--- config.mk ---
export PLATFORM = sky130hd
export DESIGN_NAME = write_back_stage
export DESIGN_NICKNAME = d
export VERILOG_FILES = /design/src/rtl/write_back_stage_pkg.sv /design/src/rtl/write_back_stage_perf_counters.sv /design/src/rtl/write_back_stage.sv
export SDC_FILE = /design/constraint.sdc
export NUM_CORES = 1
export LEC_CHECK = 0
export BUFFER_PORTS_ARGS = -buffer_cell sky130_fd_sc_hd__clkbuf_2
export CAP_MARGIN = 30
export CELL_PAD_IN_SITES_DETAIL_PLACEMENT = 0
export CELL_PAD_IN_SITES_GLOBAL_PLACEMENT = 1
export CORE_AREA = 3 3 215 217
export DETAILED_ROUTE_END_ITERATION = 8
export DIE_AREA = 0 0 218 220
export GPL_ROUTABILITY_DRIVEN = 0
export PLACE_DENSITY = 0.74
export SLEW_MARGIN = 20
export SYNTH_ARGS = -nofsm -noshare
export SYNTH_HDL_FRONTEND = slang
export SYNTH_SLANG_ARGS = --single-unit
export TNS_END_PERCENT = 100
--- constraint.sdc ---
create_clock -name clk -period 7.62 [get_ports clk]
set_clock_uncertainty 0.05 [all_clocks]
set_input_delay 1.143 -clock clk [delete_from_list [all_inputs] [get_ports clk]]
set_output_delay 1.143 -clock clk [all_outputs]
set_load 0.005 [all_outputs]
--- src/rtl/write_back_stage_pkg.sv ---
// Shared opcode and write-back select constants for the write-back stage,
// with helpers that classify an opcode for write-back purposes.
package write_back_stage_pkg;

  localparam logic [6:0] OP_LOAD = 7'b0000011;
  localparam logic [6:0] OP_S    = 7'b0100011;
  localparam logic [6:0] OP_B    = 7'b1100011;
  localparam logic [6:0] OP_JAL  = 7'b1101111;
  localparam logic [6:0] OP_JALR = 7'b1100111;

  localparam logic [1:0] WB_SEL_ALU = 2'd0;
  localparam logic [1:0] WB_SEL_MEM = 2'd1;
  localparam logic [1:0] WB_SEL_PC  = 2'd2;

  function automatic logic [1:0] wb_sel(input logic [6:0] opcode);
    logic [1:0] sel;
    case (opcode)
      OP_LOAD: sel = WB_SEL_MEM;
      OP_JAL:  sel = WB_SEL_PC;
      OP_JALR: sel = WB_SEL_PC;
      default: sel = WB_SEL_ALU;
    endcase
    return sel;
  endfunction

  // Stores and branches carry no destination register.
  function automatic logic has_rd(input logic [6:0] opcode);
    logic r;
    case (opcode)
      OP_S:    r = 1'b0;
      OP_B:    r = 1'b0;
      default: r = 1'b1;
    endcase
    return r;
  endfunction

endpackage

--- src/rtl/write_back_stage_perf_counters.sv ---
// Retired-instruction and mispredict counters; wrap modulo 2^CNT_W and clear
// only on reset.
module wb_perf_counters #(
  parameter int CNT_W = 64
) (
  input  logic             clk,
  input  logic             rst,
  input  logic             inc_instret,
  input  logic             inc_mispred,
  output logic [CNT_W-1:0] instret_cnt,
  output logic [CNT_W-1:0] mispred_cnt
);

  localparam logic [CNT_W-1:0] CNT_ONE = {{(CNT_W-1){1'b0}}, 1'b1};

  // Counter registers.
  always_ff @(posedge clk) begin
    if (rst) begin
      instret_cnt <= {CNT_W{1'b0}};
      mispred_cnt <= {CNT_W{1'b0}};
    end else begin
      if (inc_instret) begin
        instret_cnt <= instret_cnt + CNT_ONE;
      end
      if (inc_mispred) begin
        mispred_cnt <= mispred_cnt + CNT_ONE;
      end
    end
  end

endmodule

--- src/rtl/write_back_stage.sv ---
// Final pipeline stage: holds one retiring instruction, writes the register
// file, drives forwarding and presents the commit record.
module write_back_stage
  import write_back_stage_pkg::*;
#(
  parameter int          CNT_W    = 64,
  parameter logic [31:0] RESET_PC = 32'h8000_0000
) (
  input  logic             clk,
  input  logic             rst,
  input  logic             m_to_w_valid,
  output logic             w_allow_in,
  input  logic             commit_ready,
  output logic             w_valid,
  input  logic [6:0]       M_opcode,
  input  logic [9:0]       M_funct,
  input  logic [31:0]      M_valE,
  input  logic [31:0]      m_valM,
  input  logic [4:0]       M_rd,
  input  logic [31:0]      M_default_pc,
  input  logic [31:0]      M_cur_pc,
  input  logic [31:0]      M_instr,
  input  logic [31:0]      M_pred_pc,
  input  logic [31:0]      M_predicted_pc,
  input  logic             M_commit,
  output logic             rf_we,
  output logic [4:0]       rf_waddr,
  output logic [31:0]      rf_wdata,
  output logic             fwd_w_valid,
  output logic [4:0]       fwd_w_rd,
  output logic [31:0]      fwd_w_data,
  output logic             commit_valid,
  output logic [31:0]      W_cur_pc,
  output logic [31:0]      W_instr,
  output logic [31:0]      W_pred_pc,
  output logic             W_commit,
  output logic [CNT_W-1:0] instret_cnt,
  output logic [CNT_W-1:0] mispred_cnt
);

  logic        w_ready_go;
  logic        capture;
  logic [6:0]  w_opcode;
  logic [9:0]  w_funct;
  logic [4:0]  w_rd;
  logic [31:0] w_wdata;
  logic        w_mispred;
  logic [31:0] cap_wdata;
  logic        inc_instret;
  logic        inc_mispred;
  logic        unused_w_funct;

  assign w_ready_go   = commit_ready;
  assign w_allow_in   = ~w_valid | (w_ready_go & commit_ready);
  assign commit_valid = w_valid & w_ready_go;
  assign capture      = w_allow_in & m_to_w_valid;

  // Funct is kept with the record but does not influence write-back.
  assign unused_w_funct = ^w_funct;

  // Write-back value chosen from the M-stage opcode before capture.
  always_comb begin
    cap_wdata = M_valE;
    case (wb_sel(M_opcode))
      WB_SEL_MEM: cap_wdata = m_valM;
      WB_SEL_PC:  cap_wdata = M_default_pc;
      WB_SEL_ALU: cap_wdata = M_valE;
      default:    cap_wdata = M_valE;
    endcase
  end

  // Stage valid bit.
  always_ff @(posedge clk) begin
    if (rst) begin
      w_valid <= 1'b0;
    end else if (w_allow_in) begin
      w_valid <= m_to_w_valid;
    end
  end

  // Instruction record captured on handshake.
  always_ff @(posedge clk) begin
    if (rst) begin
      w_opcode  <= 7'd0;
      w_funct   <= 10'd0;
      w_rd      <= 5'd0;
      w_wdata   <= 32'd0;
      w_mispred <= 1'b0;
      W_cur_pc  <= RESET_PC;
      W_instr   <= 32'd0;
      W_pred_pc <= RESET_PC;
      W_commit  <= 1'b0;
    end else if (capture) begin
      w_opcode  <= M_opcode;
      w_funct   <= M_funct;
      w_rd      <= M_rd;
      w_wdata   <= cap_wdata;
      w_mispred <= (M_pred_pc != M_predicted_pc);
      W_cur_pc  <= M_cur_pc;
      W_instr   <= M_instr;
      W_pred_pc <= M_pred_pc;
      W_commit  <= M_commit;
    end
  end

  // A stalled record writes nothing until the cycle it retires.
  assign rf_we    = commit_valid & has_rd(w_opcode) & (w_rd != 5'd0);
  assign rf_waddr = w_valid ? w_rd : 5'd0;
  assign rf_wdata = w_valid ? w_wdata : 32'd0;

  assign fwd_w_valid = rf_we;
  assign fwd_w_rd    = rf_waddr;
  assign fwd_w_data  = rf_wdata;

  assign inc_instret = commit_valid & W_commit;
  assign inc_mispred = inc_instret & w_mispred;

  wb_perf_counters #(
    .CNT_W(CNT_W)
  ) u_perf (
    .clk        (clk),
    .rst        (rst),
    .inc_instret(inc_instret),
    .inc_mispred(inc_mispred),
    .instret_cnt(instret_cnt),
    .mispred_cnt(mispred_cnt)
  );

endmodule

==> impl_summary.txt <==
----------------------------------------------------
[STA]
  Shortest period the worst path allows ... 3.39 ns
  Number of pins exceeding their max-slew limit in the final report ... 0
  Slew of the pin with the lowest slew margin ... 0.970 ns
  Fmax ... 295 MHz
  Setup-violating endpoint count in the final report ... 0
  Slew margin rel. ... 0.353
  TNS Setup ... 0 ns
  Hold Fails Final Rpt ... 0
  Final period utilization ... 0.445
  RSZ-0062 raised after global routing ... no

[GRT]
  Number of antenna violations at the first check in global routing ... 3
  Largest net degree at the start of global routing ... 142
  Overflow after GRT ... 0
  First-pass GRT wire length ... 69800 um
  Overall routing resource usage ... 0.182
  Via count of the first global-routing pass ... 12300

[Clock network]
  H-tree depth ... 2
  CTS Root Buffer Type ... sky130_fd_sc_hd__clkbuf_16
  Largest buffer count on any clock path ... 3
  Post_cts resized ... 0
  Number of clock buffers inserted by TritonCTS ... 34
  Hold Buf Count CTS ... 0
  Clock edge transition at the registers on the reported setup and hold paths ... 0.06 ns
  TritonCTS clock tree ... built
  Clock net sink count ... 270
  Setup Fix Bufs, Post-CTS ... 0
  Clock latency of the later-clocked register in the worst-skew pair ... 0.52 ns

[Synthesis]
  FFs w/ async S/R, synth ... 0
  Syn Std Cell Area ... 0.0125 mm^2
  Main flop type after synthesis ... sky130_fd_sc_hd__dfxtp_1
  Register bit total from synthesis ... 270
  Gate count of the mapped netlist ... 1618
  Total of warnings raised by yosys ... 0
  EDFF count, synth ... 0
  Mapped Avg Cell Area ... 7.75 um^2
  Post-Syn Nets ... 1873
  Synth unique cells ... 48
  Sequential fraction of the synthesis area ... 0.431

[Worst setup path]
  Setup crit end kind ... flip-flop
  Type of origin of the critical path ... flip-flop
  Library cell appearing most often on the critical path ... sky130_fd_sc_hd__or4_1
  Cell Chain, Critical Path ... and4_1, nand4_1, or4_1, or4_1, a21oi_1
  Critical Setup Path Class ... reg -> reg
  Data required, critical path ... 8.02 ns
  Data arrival time of the critical path ... 3.80 ns
  Worst Path Max Fanout ... 22
  Highest-delay cell along the critical path ... sky130_fd_sc_hd__or4_1
  Worst path max stage delay ... 1.11 ns

[Job]
  Maxcap violations ... 0

[Min path]
  Class of the worst hold path ... reg -> reg

[Pwr]
  Pwr/cell area ... 207 mW/mm^2
  Maximum resistive drop on vdd ... 112 uV
  Leakage Power ... 6.98 nW

[Die]
  Number of top-level design ports ... 555
  FP Rows ... 77
  Floorplan Core Area ... 0.0443 mm^2
  Chip Height ... 220 um
  Chip Width ... 218 um
  Initial Util ... 0.283
  Die Area ... 0.0480 mm^2

[Route]
  DRC marker count from the first detailed-route iteration ... 758
  Average vias per placed instance ... 4.88
  Final routed wirelength across all metal layers ... 46300 um
  DRT Pass-1 Iters ... 5
  WL per Instance ... 17.2 um
  Count of vias placed by the detailed router ... 13100
  Residual antenna-violating net count after detailed routing ... 0
  # DRC ... 0

[Layout]
  Fraction of final layout cells with drive strength greater than 1 ... 0.303
  Number of nets in the layout ... 2331
  Number of non-filler instances in the completed layout ... 2693
  Filler Cells Inserted ... 4746
  Final core area utilization ... 0.376
  Layout overhead on the synthesized area ... 32.8%

[Outcome]
  Status ... finished clean

[Place]
  Count of buffers from port buffering ... 544
  Cell Count Post-Placement ... 2632
  Post-detailed-placement half-perimeter wirelength ... 34600 um

----------------------------------------------------
[layout by cell type (no fill, tap or decap), types with 3 or more instances in the layout]
cell	Yosys	layout
sky130_fd_sc_hd__buf_4	38	12
sky130_fd_sc_hd__nand3b_1	3	3
sky130_fd_sc_hd__bufinv_16	0	4
sky130_fd_sc_hd__dfxtp_1	270	270
sky130_fd_sc_hd__clkbuf_1	90	4
sky130_fd_sc_hd__xnor2_1	41	41
sky130_fd_sc_hd__or2_2	4	4
sky130_fd_sc_hd__nand2_1	374	373
sky130_fd_sc_hd__nand3_1	48	48
sky130_fd_sc_hd__nand4_1	53	53
sky130_fd_sc_hd__a21oi_1	201	201
sky130_fd_sc_hd__nor4_1	27	25
sky130_fd_sc_hd__clkinv_2	0	5
sky130_fd_sc_hd__nor2b_1	3	3
sky130_fd_sc_hd__clkbuf_16	0	35
sky130_fd_sc_hd__and4_1	16	16
sky130_fd_sc_hd__o31ai_1	16	16
sky130_fd_sc_hd__clkbuf_8	0	9
sky130_fd_sc_hd__nor4_2	1	3
sky130_fd_sc_hd__or4_1	22	22
sky130_fd_sc_hd__and3_1	11	11
sky130_fd_sc_hd__ha_1	4	4
sky130_fd_sc_hd__inv_1	12	12
sky130_fd_sc_hd__a22oi_1	32	32
sky130_fd_sc_hd__o21ai_0	75	75
sky130_fd_sc_hd__xor2_1	55	55
sky130_fd_sc_hd__clkbuf_2	0	543
sky130_fd_sc_hd__nand4b_1	5	5
sky130_fd_sc_hd__or3_1	41	41
sky130_fd_sc_hd__nor2_1	80	80
sky130_fd_sc_hd__and2_1	46	45
sky130_fd_sc_hd__and3_2	3	3
sky130_fd_sc_hd__nor3_1	19	19
[path summary, 6_finish.rpt]
check                        startpoint                     end  slack (ns)  cells after the start
setup reg to reg  u_perf.mispred_cnt[6]  u_perf.mispred_cnt[42]        4.23                      5
setup / recovery  u_perf.mispred_cnt[6]  u_perf.mispred_cnt[42]        4.23                      5
hold reg to reg              w_wdata[8]              w_wdata[8]        0.40                      2
hold / removal               w_wdata[8]              w_wdata[8]        0.40                      2
[stage by stage]
stage                     cell area, um^2  hold WS, ns  power, mW  setup slack [ns]
after floorplan                     12500        0.382       1.64              4.51
after global placement              15500        0.389       1.79              3.96
after detailed placement            15500        0.392       1.80              3.91
after CTS                           16700        0.400       3.51              4.21
after global routing                16700        0.414       3.60              4.01
final                               16700        0.397       3.45              4.23
[sequential cells by signal, indices dropped and copies added, names as in the netlist]
| name | flops |
|---|---|
| W_cur_pc | 32 |
| u_perf.mispred_cnt | 64 |
| w_mispred | 1 |
| W_commit | 1 |
| w_opcode | 6 |
| w_wdata | 32 |
| w_valid | 1 |
| W_instr | 32 |
| W_pred_pc | 32 |
| u_perf.instret_cnt | 64 |
| w_rd | 5 |
[cell families (layout without fill, tap and decap cells)]
logic type	count (synthesis)	after routing	synth area share
other cells	0	2	0
xor+xnor	96	96	0.0670
simple gates	770	770	0.298
flops	270	270	0.431
fa+ha+maj	4	4	0.00399
buf+inv	147	628	0.0567
compound gates	331	331	0.144
[critical path: cells and delay by family, from the launching register on]
family | cells | cell delay, ns
DFF | 1 | 0.41
AOI/OAI and AO/OA | 1 | 0.15
and+or+nand+nor | 4 | 2.70
[power breakdown]
group	total [mW]	leakage, nW	switching (mW)	internal, mW
clock network	1.69	0.583	0.634	1.05
registers	1.48	2.20	0.0237	1.46
logic	0.282	4.20	0.163	0.119
[per-layer routing]
metal  part of all wire  track usage  vias to the layer above
li1                   -            -                     6486
met1               0.42        0.226                     6149
met2               0.48        0.304                      438
met3              0.078       0.0521                       67
met4              0.026       0.0611                        2
met5            0.00028            0                        -
[synth_stat cells, drive strengths merged, types with 4 or more instances]
master / number / area, um^2
or2: 4 / 25.0
a21oi: 201 / 1010
xor2: 55 / 482
ha: 4 / 50.1
o31ai: 16 / 120
and4: 17 / 150
or3: 43 / 272
and2: 47 / 294
o21ai: 75 / 375
buf: 44 / 318
nor2: 80 / 300
clkbuf: 90 / 338
a22oi: 32 / 240
nand4: 55 / 357
and3: 14 / 91.3
nor4: 28 / 181
dfxtp: 270 / 5410
nand4b: 5 / 43.8
xnor2: 41 / 359
inv: 12 / 45.0
nand2: 374 / 1400
or4: 22 / 165
nand3: 49 / 250
nor3: 19 / 95.1
[final cells by class]
type | count | area (um^2) | share of cell area
antenna | 2 | 5.00 | 0.000300
inverter | 12 | 45.0 | 0.00270
multi-input combinational | 1201 | 6450 | 0.387
timing repair buffer | 557 | 2840 | 0.171
clock buffer | 47 | 1000 | 0.0601
sequential | 270 | 5410 | 0.324
tap | 592 | 741 | 0.0445
clock inverter | 12 | 171 | 0.0103
Power figures use the tool's default switching activity.
